$ cat src/rtl/ahb_ic_pkg.sv
// ============================================================================
// ahb_ic_pkg : shared encodings for the AHB-Lite decoder / response mux
// Rev 1.0
// ============================================================================
`default_nettype none

package ahb_ic_pkg;

   localparam int NSLV = 4;

   localparam logic [1:0] HTRANS_IDLE   = 2'b00;
   localparam logic [1:0] HTRANS_BUSY   = 2'b01;
   localparam logic [1:0] HTRANS_NONSEQ = 2'b10;
   localparam logic [1:0] HTRANS_SEQ    = 2'b11;

   typedef enum logic [2:0] {
      SEL_S0  = 3'd0,
      SEL_S1  = 3'd1,
      SEL_S2  = 3'd2,
      SEL_S3  = 3'd3,
      SEL_DEF = 3'd4
   } sel_t;

   typedef enum logic [1:0] {
      DS_IDLE = 2'd0,
      DS_ERR1 = 2'd1,
      DS_ERR2 = 2'd2
   } ds_state_t;

   // True for transfers that demand a response (NONSEQ/SEQ).
   function automatic logic is_active(input logic [1:0] trans);
      logic act;
      case (trans)
         HTRANS_NONSEQ, HTRANS_SEQ: act = 1'b1;
         HTRANS_IDLE, HTRANS_BUSY:  act = 1'b0;
         default:                   act = 1'b0;
      endcase
      return act;
   endfunction

endpackage

`default_nettype wire

$ cat src/rtl/ahb_default_slave.sv
// ============================================================================
// ahb_default_slave : two-cycle ERROR responder for unmapped addresses,
// with optional first-error log (AHB_ERR_LOG_EN). Rev 1.0
// ============================================================================
`default_nettype none

module ahb_default_slave
   import ahb_ic_pkg::*;
(
   input  logic        clk,
   input  logic        rst,
   input  logic        hready,
   input  logic        trans_active,
   input  logic        dec_miss,
   input  logic [31:0] haddr,
   input  logic        err_clr,
   output logic        ds_hready,
   output logic        ds_hresp,
   output logic        err_valid,
   output logic [31:0] err_addr
);

   ds_state_t state;
   ds_state_t state_nxt;
   logic      take_err;

   // An unmapped transfer is only accepted when the bus is ready.
   assign take_err = hready && dec_miss && trans_active;

   always_ff @(posedge clk) begin
      if (rst) state <= DS_IDLE;
      else     state <= state_nxt;
   end

   always_comb begin
      state_nxt = state;
      ds_hready = 1'b1;
      ds_hresp  = 1'b0;
      case (state)
         DS_IDLE: begin
            if (take_err) state_nxt = DS_ERR1;
         end
         DS_ERR1: begin
            ds_hready = 1'b0;
            ds_hresp  = 1'b1;
            state_nxt = DS_ERR2;
         end
         DS_ERR2: begin
            ds_hresp  = 1'b1;
            state_nxt = take_err ? DS_ERR1 : DS_IDLE;
         end
         default: state_nxt = DS_IDLE;
      endcase
   end

`ifdef AHB_ERR_LOG_EN
   logic        log_valid;
   logic [31:0] log_addr;
   logic        capture;

   // A clear in the same cycle as a fresh error lets the new address in.
   assign capture = (state == DS_IDLE) && take_err && (!log_valid || err_clr);

   always_ff @(posedge clk) begin
      if (rst) begin
         log_valid <= 1'b0;
         log_addr  <= '0;
      end else if (capture) begin
         log_valid <= 1'b1;
         log_addr  <= haddr;
      end else if (err_clr) begin
         log_valid <= 1'b0;
         log_addr  <= '0;
      end
   end

   assign err_valid = log_valid;
   assign err_addr  = log_addr;
`else
   logic unused_log;
   assign unused_log = ^{err_clr, haddr};
   assign err_valid  = 1'b0;
   assign err_addr   = '0;
`endif

endmodule

`default_nettype wire

$ cat src/rtl/ahb_lite_interconnect.sv
// ============================================================================
// ahb_lite_interconnect : single-master AHB-Lite decoder + response mux,
// unmapped space answered by ahb_default_slave (log via AHB_ERR_LOG_EN). Rev 1.0
// ============================================================================
`default_nettype none

module ahb_lite_interconnect
   import ahb_ic_pkg::*;
#(
   parameter logic [7:0] S0_REGION = 8'h00,
   parameter logic [7:0] S1_REGION = 8'h50,
   parameter logic [7:0] S2_REGION = 8'h51,
   parameter logic [7:0] S3_REGION = 8'h52
) (
   input  logic                 HCLK,
   input  logic                 HRESET,
   input  logic [31:0]          HADDR,
   input  logic [1:0]           HTRANS,
   output logic [NSLV-1:0]      HSEL_S,
   input  logic [32*NSLV-1:0]   HRDATA_S,
   input  logic [NSLV-1:0]      HREADYOUT_S,
   input  logic [NSLV-1:0]      HRESP_S,
   output logic [31:0]          HRDATA,
   output logic                 HREADY,
   output logic                 HRESP,
   input  logic                 ERR_CLR,
   output logic                 ERR_VALID,
   output logic [31:0]          ERR_ADDR
);

   localparam logic [8*NSLV-1:0] REGIONS = {S3_REGION, S2_REGION, S1_REGION, S0_REGION};

   logic [NSLV-1:0] hit;
   logic            miss;
   sel_t            dec_sel;
   sel_t            sel_q;
   logic            ds_hready;
   logic            ds_hresp;

   for (genvar i = 0; i < NSLV; i++) begin : g_dec
      assign hit[i] = (HADDR[31:24] == REGIONS[8*i +: 8]);
   end

   assign HSEL_S = hit;
   assign miss   = ~|hit;

   always_comb begin
      dec_sel = SEL_DEF;
      if      (hit[0]) dec_sel = SEL_S0;
      else if (hit[1]) dec_sel = SEL_S1;
      else if (hit[2]) dec_sel = SEL_S2;
      else if (hit[3]) dec_sel = SEL_S3;
   end

   // Data-phase owner; frozen while the current transfer is stretched.
   always_ff @(posedge HCLK) begin
      if (HRESET)      sel_q <= SEL_DEF;
      else if (HREADY) sel_q <= dec_sel;
   end

   always_comb begin
      HRDATA = '0;
      HREADY = ds_hready;
      HRESP  = ds_hresp;
      case (sel_q)
         SEL_S0: begin
            HRDATA = HRDATA_S[31:0];
            HREADY = HREADYOUT_S[0];
            HRESP  = HRESP_S[0];
         end
         SEL_S1: begin
            HRDATA = HRDATA_S[63:32];
            HREADY = HREADYOUT_S[1];
            HRESP  = HRESP_S[1];
         end
         SEL_S2: begin
            HRDATA = HRDATA_S[95:64];
            HREADY = HREADYOUT_S[2];
            HRESP  = HRESP_S[2];
         end
         SEL_S3: begin
            HRDATA = HRDATA_S[127:96];
            HREADY = HREADYOUT_S[3];
            HRESP  = HRESP_S[3];
         end
         default: ;
      endcase
   end

   ahb_default_slave u_default_slave (
      .clk          (HCLK),
      .rst          (HRESET),
      .hready       (HREADY),
      .trans_active (is_active(HTRANS)),
      .dec_miss     (miss),
      .haddr        (HADDR),
      .err_clr      (ERR_CLR),
      .ds_hready    (ds_hready),
      .ds_hresp     (ds_hresp),
      .err_valid    (ERR_VALID),
      .err_addr     (ERR_ADDR)
   );

endmodule

`default_nettype wire

$ cat config.mk
export PLATFORM = sky130hd
export DESIGN_NAME = ahb_lite_interconnect
export DESIGN_NICKNAME = d
export VERILOG_FILES = /design/src/rtl/ahb_ic_pkg.sv /design/src/rtl/ahb_default_slave.sv /design/src/rtl/ahb_lite_interconnect.sv
export SDC_FILE = /design/constraint.sdc
export NUM_CORES = 1
export LEC_CHECK = 0
export BUFFER_PORTS_ARGS = -buffer_cell sky130_fd_sc_hd__buf_2
export CAP_MARGIN = 20
export CORE_AREA = 4 4 92 94
export CTS_CLUSTER_SIZE = 8
export DETAILED_ROUTE_END_ITERATION = 6
export DIE_AREA = 0 0 96 98
export GPL_TIMING_DRIVEN = 0
export PLACE_DENSITY_LB_ADDON = 0.1
export SYNTH_ARGS = -nofsm -noshare
export SYNTH_HDL_FRONTEND = slang
export SYNTH_SLANG_ARGS = --single-unit
$ cat constraint.sdc
create_clock -name HCLK -period 1.5 [get_ports HCLK]
set_input_delay 0.15 -clock HCLK [delete_from_list [all_inputs] [get_ports HCLK]]
set_output_delay 0.15 -clock HCLK [all_outputs]
set_load 0.02 [all_outputs]
==> flow_summary.json, run 1 <==
{
  "via_count": 2181,
  "power.density_nw_per_um2": 423,
  "routabilityCongestion": 0.766,
  "cts_hold_buf": 0,
  "grt_pass1_vias": 2131,
  "violations": "negative setup slack",
  "cts_tree": "built",
  "syn_avg_cell_area_sq_um": 8.33,
  "synth_cell_types": 32,
  "grt.total_usage_pct": 14.2,
  "dp_hpwl_microns": 6080,
  "vias_per_cell": 4.28,
  "criticalPathCategory": "reg -> out",
  "fin_crit_ns": 1.81,
  "diodes": 0,
  "cts_buffers": 3,
  "hold_violations": 0,
  "async_flop_share_pct": 0,
  "grt_antenna_before_repair": 0,
  "slew_violations": 0,
  "worst-path-max-fanout": 5,
  "portBuffers": 184,
  "p_leak_uw": 0.00180,
  "period_share_pct": 121,
  "grt_max_degree": 11,
  "synth_ff_type": "dfxtp_1",
  "start_kind": "flip-flop",
  "drcViolationCount": 0,
  "crit_path_end_kind": "primary output",
  "clk_latency_ns": 0.22,
  "setup_viol": 40,
  "nFillCells": 823,
  "rsz0062_at_grt": "true",
  "yosysWarnings": 0,
  "rows": 32,
  "die_y_microns": 98,
  "io_pins": 244,
  "start_util_pct": 18.1,
  "drv_cap": 0,
  "synth_edf_count": 0,
  "grt.overflow.total": 0,
  "routed_wl_microns": 7530,
  "core_area_sq_um": 7650,
  "cts.sinks": 5,
  "worst_slack_ns": -0.314,
  "power.total_uw": 1410,
  "synth-seq-cells": 5,
  "h-tree-depth": 1,
  "ys_seq_area_share_pct": 7.24,
  "setup-tns-final_ns": -9.62,
  "path_clk_slew_ns": 0.04,
  "hold_path_depth": 2,
  "clk_path_buf_depth": 2,
  "max_freq_mhz": 551,
  "wl_per_cell_microns": 14.8,
  "drt-initial-drc-count": 26,
  "clockRootBuffer": "clkbuf_8",
  "area_growth_pct": 141,
  "syn_inst": 166,
  "required_ns": 1.35,
  "fp.dieW_microns": 96,
  "die_area_sq_um": 9410,
  "syn_area_sq_um": 1380,
  "final_antenna_net_count": 0,
  "status": "complete, but fails checks",
  "dr.pass1.iters": 4,
  "r2r_cells": 8,
  "skew_ns": 0.00215,
  "ir_drop_mv": 0.346,
  "final_cell_mix": "buf_2 (145), buf_6 (45), buf_4 (45)",
  "arrival_ns": 1.66,
  "grt_pass1_wl_microns": 10700,
  "hold_path_class": "in -> reg",
  "final_nets": 586,
  "drive_above_1_share_pct": 69.3,
  "final_common_cell": "buf_2"
}
[routing by layer]
metal,vias to the layer above,global-route usage [%],wire length (microns)
met1,970,14.5,2520
met3,6,3.78,883
met2,117,28.4,4080
met5,-,0,0
met4,0,2.19,51
li1,1088,-,-
[critical path, stage by stage (launching register included)]
cell and delay [ns]:
dfxtp_4 0.36, nor3b_4 0.16, buf_6 0.14, clkbuf_16 0.14, a22o_1 0.20, a221o_1 0.30, buf_6 0.15
[cell type report]
type | count | area, sq um | area share (%)
Clock buffer | 4 | 45.0 | 1.35
Tap cell | 102 | 128 | 3.83
Timing Repair Buffer | 208 | 1420 | 42.7
Buffer | 47 | 465 | 14.0
Multi-Input combinational cell | 137 | 1140 | 34.2
Sequential cell | 5 | 106 | 3.20
Inverter | 6 | 22.5 | 0.677
[cells by family (layout without fill, tap and decap cells)]
family / after synthesis / after routing / synth area share [%]
other: 1 / 33 / 0.271
AND/OR/NAND/NOR: 21 / 21 / 9.59
flip-flops: 5 / 5 / 7.24
buffers and inverters: 56 / 265 / 24.4
multiplexers: 5 / 5 / 4.62
AO/OA/AOI/OAI: 72 / 72 / 48.7
XOR/XNOR: 1 / 1 / 0.634
adder cells (fa/ha/maj): 5 / 5 / 4.52
[power by group]
| part | total, uW | switching (uW) | internal (uW) |
|---|---|---|---|
| clock | 251 | 68.6 | 183 |
| sequential | 155 | 11.4 | 144 |
| combinational | 1000 | 446 | 555 |
| total | 1410 | 526 | 882 |
[per-stage QoR]
stage	hold slack (ns)	instances	util, %	setup slack [ns]	instance area [sq um]
after floorplan	0.212	198	-	-0.0679	1540
after global placement	0.385	484	33.9	-0.554	2590
after detailed placement	0.393	484	33.9	-0.579	2590
after CTS	0.156	505	42.5	-0.314	3250
after global routing	0.169	509	43.5	-0.356	3330
final	0.155	509	43.5	-0.314	3330
[worst paths after layout]
kind / start / to / slack [ns]
hold / removal: HRESET / u_default_slave.state[1] / 0.16
setup reg to reg: sel_q[0] / sel_q[1] / -0.09
setup / recovery: sel_q[0] / HRDATA[13] / -0.31
hold reg to reg: u_default_slave.state[1] / u_default_slave.state[1] / 0.47
[synth_stat cells, types with 2 or more instances]
| library cell | number | share of area, % |
|---|---|---|
| buf_2 | 3 | 1.1 |
| a221o_1 | 34 | 25 |
| mux2i_1 | 3 | 2.2 |
| clkbuf_1 | 14 | 3.8 |
| ha_1 | 5 | 4.5 |
| dfxtp_1 | 5 | 7.2 |
| and2_1 | 2 | 0.90 |
| nor2_1 | 6 | 1.6 |
| buf_4 | 33 | 18 |
| a22o_1 | 32 | 20 |
| nor3_1 | 2 | 0.72 |
| inv_1 | 6 | 1.6 |
| nand3_1 | 2 | 0.72 |
[sequential cells by signal, summed over array words and instances, names as in the netlist]
| name | cells |
|---|---|
| sel_q | 3 |
| u_default_slave.state | 2 |
[what timing repair did]
item	4_1_cts	5_1_grt
pin swaps	46	11
resized for setup	131	9
gates cloned	6	1
buffers inserted	15	3
setup endpoints to repair	42	42
No activity file was read; power rests on OpenSTA's default activity.
==> inputs of run 2 (changes only) <==
--- a/config.mk
+++ b/config.mk
@@ -5,7 +5,7 @@
 export SDC_FILE = /design/constraint.sdc
 export NUM_CORES = 1
 export LEC_CHECK = 0
-export BUFFER_PORTS_ARGS = -buffer_cell sky130_fd_sc_hd__buf_2
+export BUFFER_PORTS_ARGS = -buffer_cell sky130_fd_sc_hd__buf_4
 export CAP_MARGIN = 20
 export CORE_AREA = 4 4 92 94
 export CTS_CLUSTER_SIZE = 8
@@ -15,4 +15,5 @@
 export PLACE_DENSITY_LB_ADDON = 0.1
 export SYNTH_ARGS = -nofsm -noshare
 export SYNTH_HDL_FRONTEND = slang
+export SYNTH_HIERARCHICAL = 1
 export SYNTH_SLANG_ARGS = --single-unit
==> run 2 against run 1 <==
Compared with the run above: clock power fell by 2%; critical path type unchanged; utilization grew 7.1 points; the run still ends with negative setup slack left; combinational power up 7%; largest power group unchanged.
==> flow_summary.json, run 2 <==
{
  "dp_hpwl_microns": 6450,
  "skew_ns": 0.00173,
  "grt_max_degree": 11,
  "path_clk_slew_ns": 0.04,
  "fp.dieW_microns": 96,
  "crit_family": "multiplexers",
  "drcViolationCount": 0,
  "violations": "negative setup slack",
  "final_common_cell": "buf_4",
  "syn_area_sq_um": 1750,
  "arrival_ns": 1.65,
  "dr.pass1.iters": 4,
  "worst-path-max-fanout": 6,
  "drv_cap": 0,
  "slew_violations": 0,
  "max_freq_mhz": 556,
  "core_area_sq_um": 7650,
  "cts_hold_buf": 0,
  "cts_buffers": 3,
  "grt_antenna_before_repair": 0,
  "worst_slack_ns": -0.298,
  "ys_seq_area_share_pct": 5.72,
  "regMostFlops": "sel_q",
  "power.total_uw": 1470,
  "area_growth_pct": 121,
  "synth_edf_count": 0,
  "routed_wl_microns": 7570,
  "die_y_microns": 98,
  "grt.overflow.total": 0,
  "reg_top3": "sel_q x3, u_default_slave/state x2",
  "placement.setup.worst_slack_ns": -0.184,
  "hold_slack_ns": 0.145,
  "drive_above_1_share_pct": 80.6,
  "synth_cell_types": 32,
  "synth.most_common_cell": "and2_1",
  "required_ns": 1.35,
  "hold_violations": 0,
  "rsz0062_at_grt": "true",
  "synth_ff_type": "dfxtp_1",
  "path_cells": "buf_12 > clkbuf_16 > mux4_2 > and2_4 > buf_6",
  "worst_path_max_delay_cell": "mux4_2",
  "critPathMaxStageDelay_ns": 0.49,
  "cts.sinks": 5,
  "grt_pass1_wl_microns": 10600,
  "start_kind": "flip-flop",
  "crit_path_end_kind": "primary output",
  "grt_pass1_vias": 2156,
  "period_share_pct": 120,
  "final_cell_mix": "buf_4 (186), buf_6 (37), mux4_2 (33), conb_1 (33), and2_4 (32)",
  "fin_area_sq_um": 3870,
  "largest_reg_flops": 3,
  "h-tree-depth": 1,
  "cts_tree": "built",
  "criticalPathCategory": "reg -> out",
  "syn_inst": 167,
  "synth_largest_area_cell": "mux4_2",
  "setup_viol": 37,
  "synth-seq-cells": 5,
  "rows": 32,
  "status": "complete, but fails checks",
  "final_antenna_net_count": 0,
  "clk_latency_ns": 0.22,
  "diodes": 0,
  "final_nets": 576,
  "syn_avg_cell_area_sq_um": 10.5,
  "power.density_nw_per_um2": 381,
  "clk_path_buf_depth": 2,
  "portBuffers": 183,
  "clockRootBuffer": "clkbuf_8",
  "wl_per_cell_microns": 15.2,
  "start_util_pct": 22.9,
  "synth_top_area_share_pct": 42.5,
  "yosysWarnings": 6,
  "p_leak_uw": 0.00188,
  "io_pins": 244,
  "die_area_sq_um": 9410,
  "drt-initial-drc-count": 20,
  "async_flop_share_pct": 0,
  "hold_path_class": "in -> reg",
  "crit_buf_inv": 3,
  "via_count": 2069,
  "grt.total_usage_pct": 14.2,
  "routabilityCongestion": 0.747,
  "place_area_sq_um": 3400,
  "vias_per_cell": 4.15,
  "synthTopCellsByCount": "and2_1 (35), buf_4 (33), mux4_2 (33)",
  "synth_area_leaders": "mux4_2 (42%), buf_4 (14%), and2_1 (13%), dfxtp_1 (5.7%), ha_1 (3.6%)",
  "ir_drop_mv": 0.366,
  "fin_crit_ns": 1.80
}
## run 2: cell types whose count changed in the layout (fill, tap and decap cells not counted), sizes merged, moves of 2 or more
| cell | before | now |
|---|---|---|
| clkbuf | 20 | 16 |
| a22oi | 2 | 0 |
| nand2 | 1 | 5 |
| and2 | 3 | 35 |
| nor4 | 0 | 3 |
| buf | 239 | 227 |
| nor2 | 6 | 3 |
| a221o | 34 | 0 |
| a21oi | 2 | 4 |
| a22o | 32 | 0 |
| mux4 | 1 | 33 |
| nand3 | 2 | 4 |
| nor3b | 2 | 0 |
## run 2: per-layer routing
metal,track usage [%],part of all wire (%)
met5,0,0
met4,0.656,0
met3,3.93,11
met2,29.0,56
met1,14.4,33
## run 2: layout make-up
cell class	instances	area, sq um
fillers	755	3780
repair buffers	194	1670
multi-input cells	142	1510
plain buffers	45	387
well taps	102	128
flip-flops and latches	5	105
clock buffers	4	45.0
inverters	7	26.3
## run 2: path summary, 6_finish.rpt
| kind | startpoint | cells past startpoint | slack (ns) | to |
|---|---|---|---|---|
| max | sel_q[0] | 5 | -0.30 | HRDATA[15] |
| max reg2reg | sel_q[0] | 8 | -0.26 | u_default_slave/state[0] |
| min reg2reg | u_default_slave/state[1] | 2 | 0.51 | u_default_slave/state[1] |
| min | HRESET | 2 | 0.15 | u_default_slave/state[1] |
## run 2: report_power, final
part | internal [uW] | switching [uW] | total, uW
Clock | 182 | 62.4 | 245
Combinational | 642 | 428 | 1070
Sequential | 144 | 15.4 | 160
Total | 969 | 506 | 1470
## run 2: cell families (layout without fill, tap and decap cells)
logic type | after synthesis | in the layout | share of synthesized area (%)
buffers and inverters | 52 | 250 | 21.2
DFF | 5 | 5 | 5.72
AOI/OAI and AO/OA | 11 | 11 | 5.08
xor gates and xnor gates | 1 | 1 | 0.501
muxes | 36 | 36 | 44.2
adders and majority gates | 5 | 5 | 3.58
and+or+nand+nor | 56 | 56 | 19.5
other | 1 | 33 | 0.214
## run 2: metrics by stage
step / util (%) / setup TNS (ns) / instances
2_1_floorplan: - / -0.0576 / 199
3_3_place_gp: 44.5 / -4.65 / 484
3_5_place_dp: 44.5 / -5.15 / 484
4_1_cts: 48.6 / -9.49 / 493
5_1_grt: 50.6 / -11.52 / 499
6_report: 50.6 / -9.72 / 499
## run 2: timing repair
| item | CTS | global route |
|---|---|---|
| endpoints found under the hold margin | 0 | 0 |
| gates cloned | 0 | 4 |
| setup buffers | 5 | 2 |
| setup endpoints to repair | 36 | 37 |
| pin swaps | 4 | 1 |
| gates resized for setup | 70 | 14 |
==> inputs of run 3 (changes only) <==
--- a/config.mk
+++ b/config.mk
@@ -17,3 +17,4 @@
 export SYNTH_HDL_FRONTEND = slang
 export SYNTH_HIERARCHICAL = 1
 export SYNTH_SLANG_ARGS = --single-unit
+export TNS_END_PERCENT = 50
==> run 3 against run 2 <==
Compared with the run above: the flow still finishes with violations (negative setup slack); register-to-register slack improved by 0.02 ns; first-iteration DRC count decreased by 10%; wire length decreased by 3.3%; combinational power about the same; worst hold slack got worse by 0.016 ns; final cell count decreased by 1.2%; die area unchanged; critical path type unchanged; sequential power about the same; non-clock buffer count decreased by 6; sequential share of layout area about the same; worst setup slack improved by 0.0033 ns.
==> flow_summary.json, run 3 (synthesis results as in run 2) <==
{
  "clk_path_buf_depth": 2,
  "whs_endpoint": "u_default_slave/state[0]",
  "die_area_sq_um": 9410,
  "grt_antenna_before_repair": 0,
  "clockRootBuffer": "clkbuf_8",
  "hold_violations": 0,
  "dp_hpwl_microns": 6410,
  "dr.pass1.iters": 4,
  "worst-path-max-fanout": 10,
  "crit_path_end_kind": "primary output",
  "clkPwrFrac_pct": 17.2,
  "crit_family": "multiplexers",
  "final_nets": 570,
  "routed_wl_microns": 7320,
  "io_pins": 244,
  "start_util_pct": 22.9,
  "worst_path_max_delay_cell": "mux4_2",
  "p_leak_uw": 0.00183,
  "vias_per_cell": 4.10,
  "diodes": 0,
  "cts_tree": "built",
  "place_area_sq_um": 3400,
  "crit_buf_inv": 3,
  "h-tree-depth": 1,
  "routabilityCongestion": 0.716,
  "core_area_sq_um": 7650,
  "critPathMaxStageDelay_ns": 0.50,
  "hold_path_class": "in -> reg",
  "max_freq_mhz": 557,
  "reg_top3": "sel_q x3, u_default_slave/state x2",
  "area_growth_pct": 114,
  "drt-initial-drc-count": 18,
  "arrival_ns": 1.65,
  "fp.dieW_microns": 96,
  "required_ns": 1.35,
  "path_clk_slew_ns": 0.04,
  "regToRegSetupSlack_ns": -0.24,
  "rsz0062_at_grt": "true",
  "final_antenna_net_count": 0,
  "worst_slack_ns": -0.295,
  "hold_path_depth": 2,
  "placed_cells": 484,
  "slew_violations": 0,
  "grt_pass1_wl_microns": 10300,
  "portBuffers": 183,
  "violations": "negative setup slack",
  "die_y_microns": 98,
  "period_share_pct": 120,
  "cts.sinks": 5,
  "path_cells": "buf_12 > buf_12 > mux4_2 > and2_4 > buf_6",
  "timing.rr.end": "u_default_slave/state[0]",
  "ir_drop_mv": 0.217,
  "worstReg2RegStart": "sel_q[0]",
  "start_kind": "flip-flop",
  "seq_power_share_pct": 11.0,
  "r2r_cells": 8,
  "combPwrFrac_pct": 71.8,
  "drcViolationCount": 0,
  "nFillCells": 751,
  "power.total_uw": 1470,
  "cts_buffers": 3,
  "wl_per_cell_microns": 14.8,
  "intPower_uw": 962,
  "rows": 32,
  "drv_cap": 0,
  "cts_hold_buf": 0,
  "via_count": 2023,
  "largest_reg_flops": 3,
  "setup-tns-final_ns": -9.42,
  "crit_top_cell": "buf_12",
  "final_common_cell": "buf_4",
  "fin_area_sq_um": 3750,
  "fin_cells": 493,
  "status": "complete, but fails checks",
  "worstHoldStart": "HRESET",
  "skew_ns": 0.000104,
  "switching_power_uw": 509,
  "setup_viol": 37,
  "regMostFlops": "sel_q",
  "fin_crit_ns": 1.80,
  "grt.total_usage_pct": 14.0,
  "p_sw_share_pct": 34.6,
  "final_cell_mix": "buf_4 (187), mux4_2 (33), buf_6 (33), conb_1 (33), and2_4 (32)",
  "grt_max_degree": 11,
  "drive_above_1_share_pct": 79.8,
  "criticalPathCategory": "reg -> out",
  "grt.overflow.total": 0,
  "grt_pass1_vias": 1947,
  "clk_latency_ns": 0.22,
  "power.density_nw_per_um2": 392
}
run 3: worst reg2reg max path, cell delays in order (launching register included):
cell and delay, ns:
dfxtp_2 0.32, buf_12 0.14, buf_4 0.15, mux2i_1 0.12, a31oi_2 0.25, and2_4 0.22
nand3_4 0.09, a211o_1 0.26, a21oi_2 0.12
run 3: metal layers:
layer / vias up / share of wire (%) / global-route usage (%)
li1: 1000 / - / -
met1: 896 / 33 / 15.4
met2: 123 / 53 / 26.2
met3: 4 / 13 / 4.16
met4: 0 / 0.67 / 2.19
met5: - / 0 / 0
run 3: what timing repair did:
action / 4_1_cts / 5_1_grt
setup buffers: 3 / 1
pin swaps: 4 / 0
gates cloned: 1 / 0
endpoints found under the setup margin: 36 / 38
endpoints found under the hold margin: 0 / 0
gates resized for setup: 65 / 13
run 3: how the worst max path moves through the flow:
stage          depth (start not counted)                  endpoint  slack, ns                startpoint
6_report                               5                 HRDATA[7]      -0.30                  sel_q[0]
5_1_grt                                5                HRDATA[15]      -0.36                  sel_q[0]
4_1_cts                                5                HRDATA[21]      -0.31                  sel_q[0]
3_5_place_dp                           5                 HRDATA[4]      -0.19                  sel_q[0]
3_3_place_gp                           5                 HRDATA[4]      -0.17                  sel_q[0]
2_1_floorplan                          9  u_default_slave/state[0]      -0.04  u_default_slave/state[1]
run 3: area by class of cell:
class / count / area (sq um) / area share, %
inverters: 7 / 26.3 / 0.701
well taps: 102 / 128 / 3.40
clock buffers: 4 / 45.0 / 1.20
plain buffers: 45 / 387 / 10.3
flip-flops and latches: 5 / 103 / 2.74
multi-input cells: 142 / 1510 / 40.2
repair buffers: 188 / 1560 / 41.5
run 3: power by group through the flow:
| stage | sequential, uW | clock [uW] | combinational [uW] |
|---|---|---|---|
| 2_1_floorplan | 160 | 0 | 492 |
| 3_3_place_gp | 163 | 0 | 936 |
| 3_5_place_dp | 164 | 0 | 946 |
| 4_1_cts | 162 | 261 | 1050 |
| 5_1_grt | 165 | 275 | 1130 |
| 6_report | 161 | 253 | 1060 |
run 3: through the flow:
step	hold slack, ns	setup slack (ns)	util, %
3_5_place_dp	0.363	-0.185	44.5
3_3_place_gp	0.363	-0.169	44.5
2_1_floorplan	0.212	-0.0395	-
4_1_cts	0.127	-0.311	48.5
6_report	0.129	-0.295	49.0
5_1_grt	0.133	-0.361	49.0
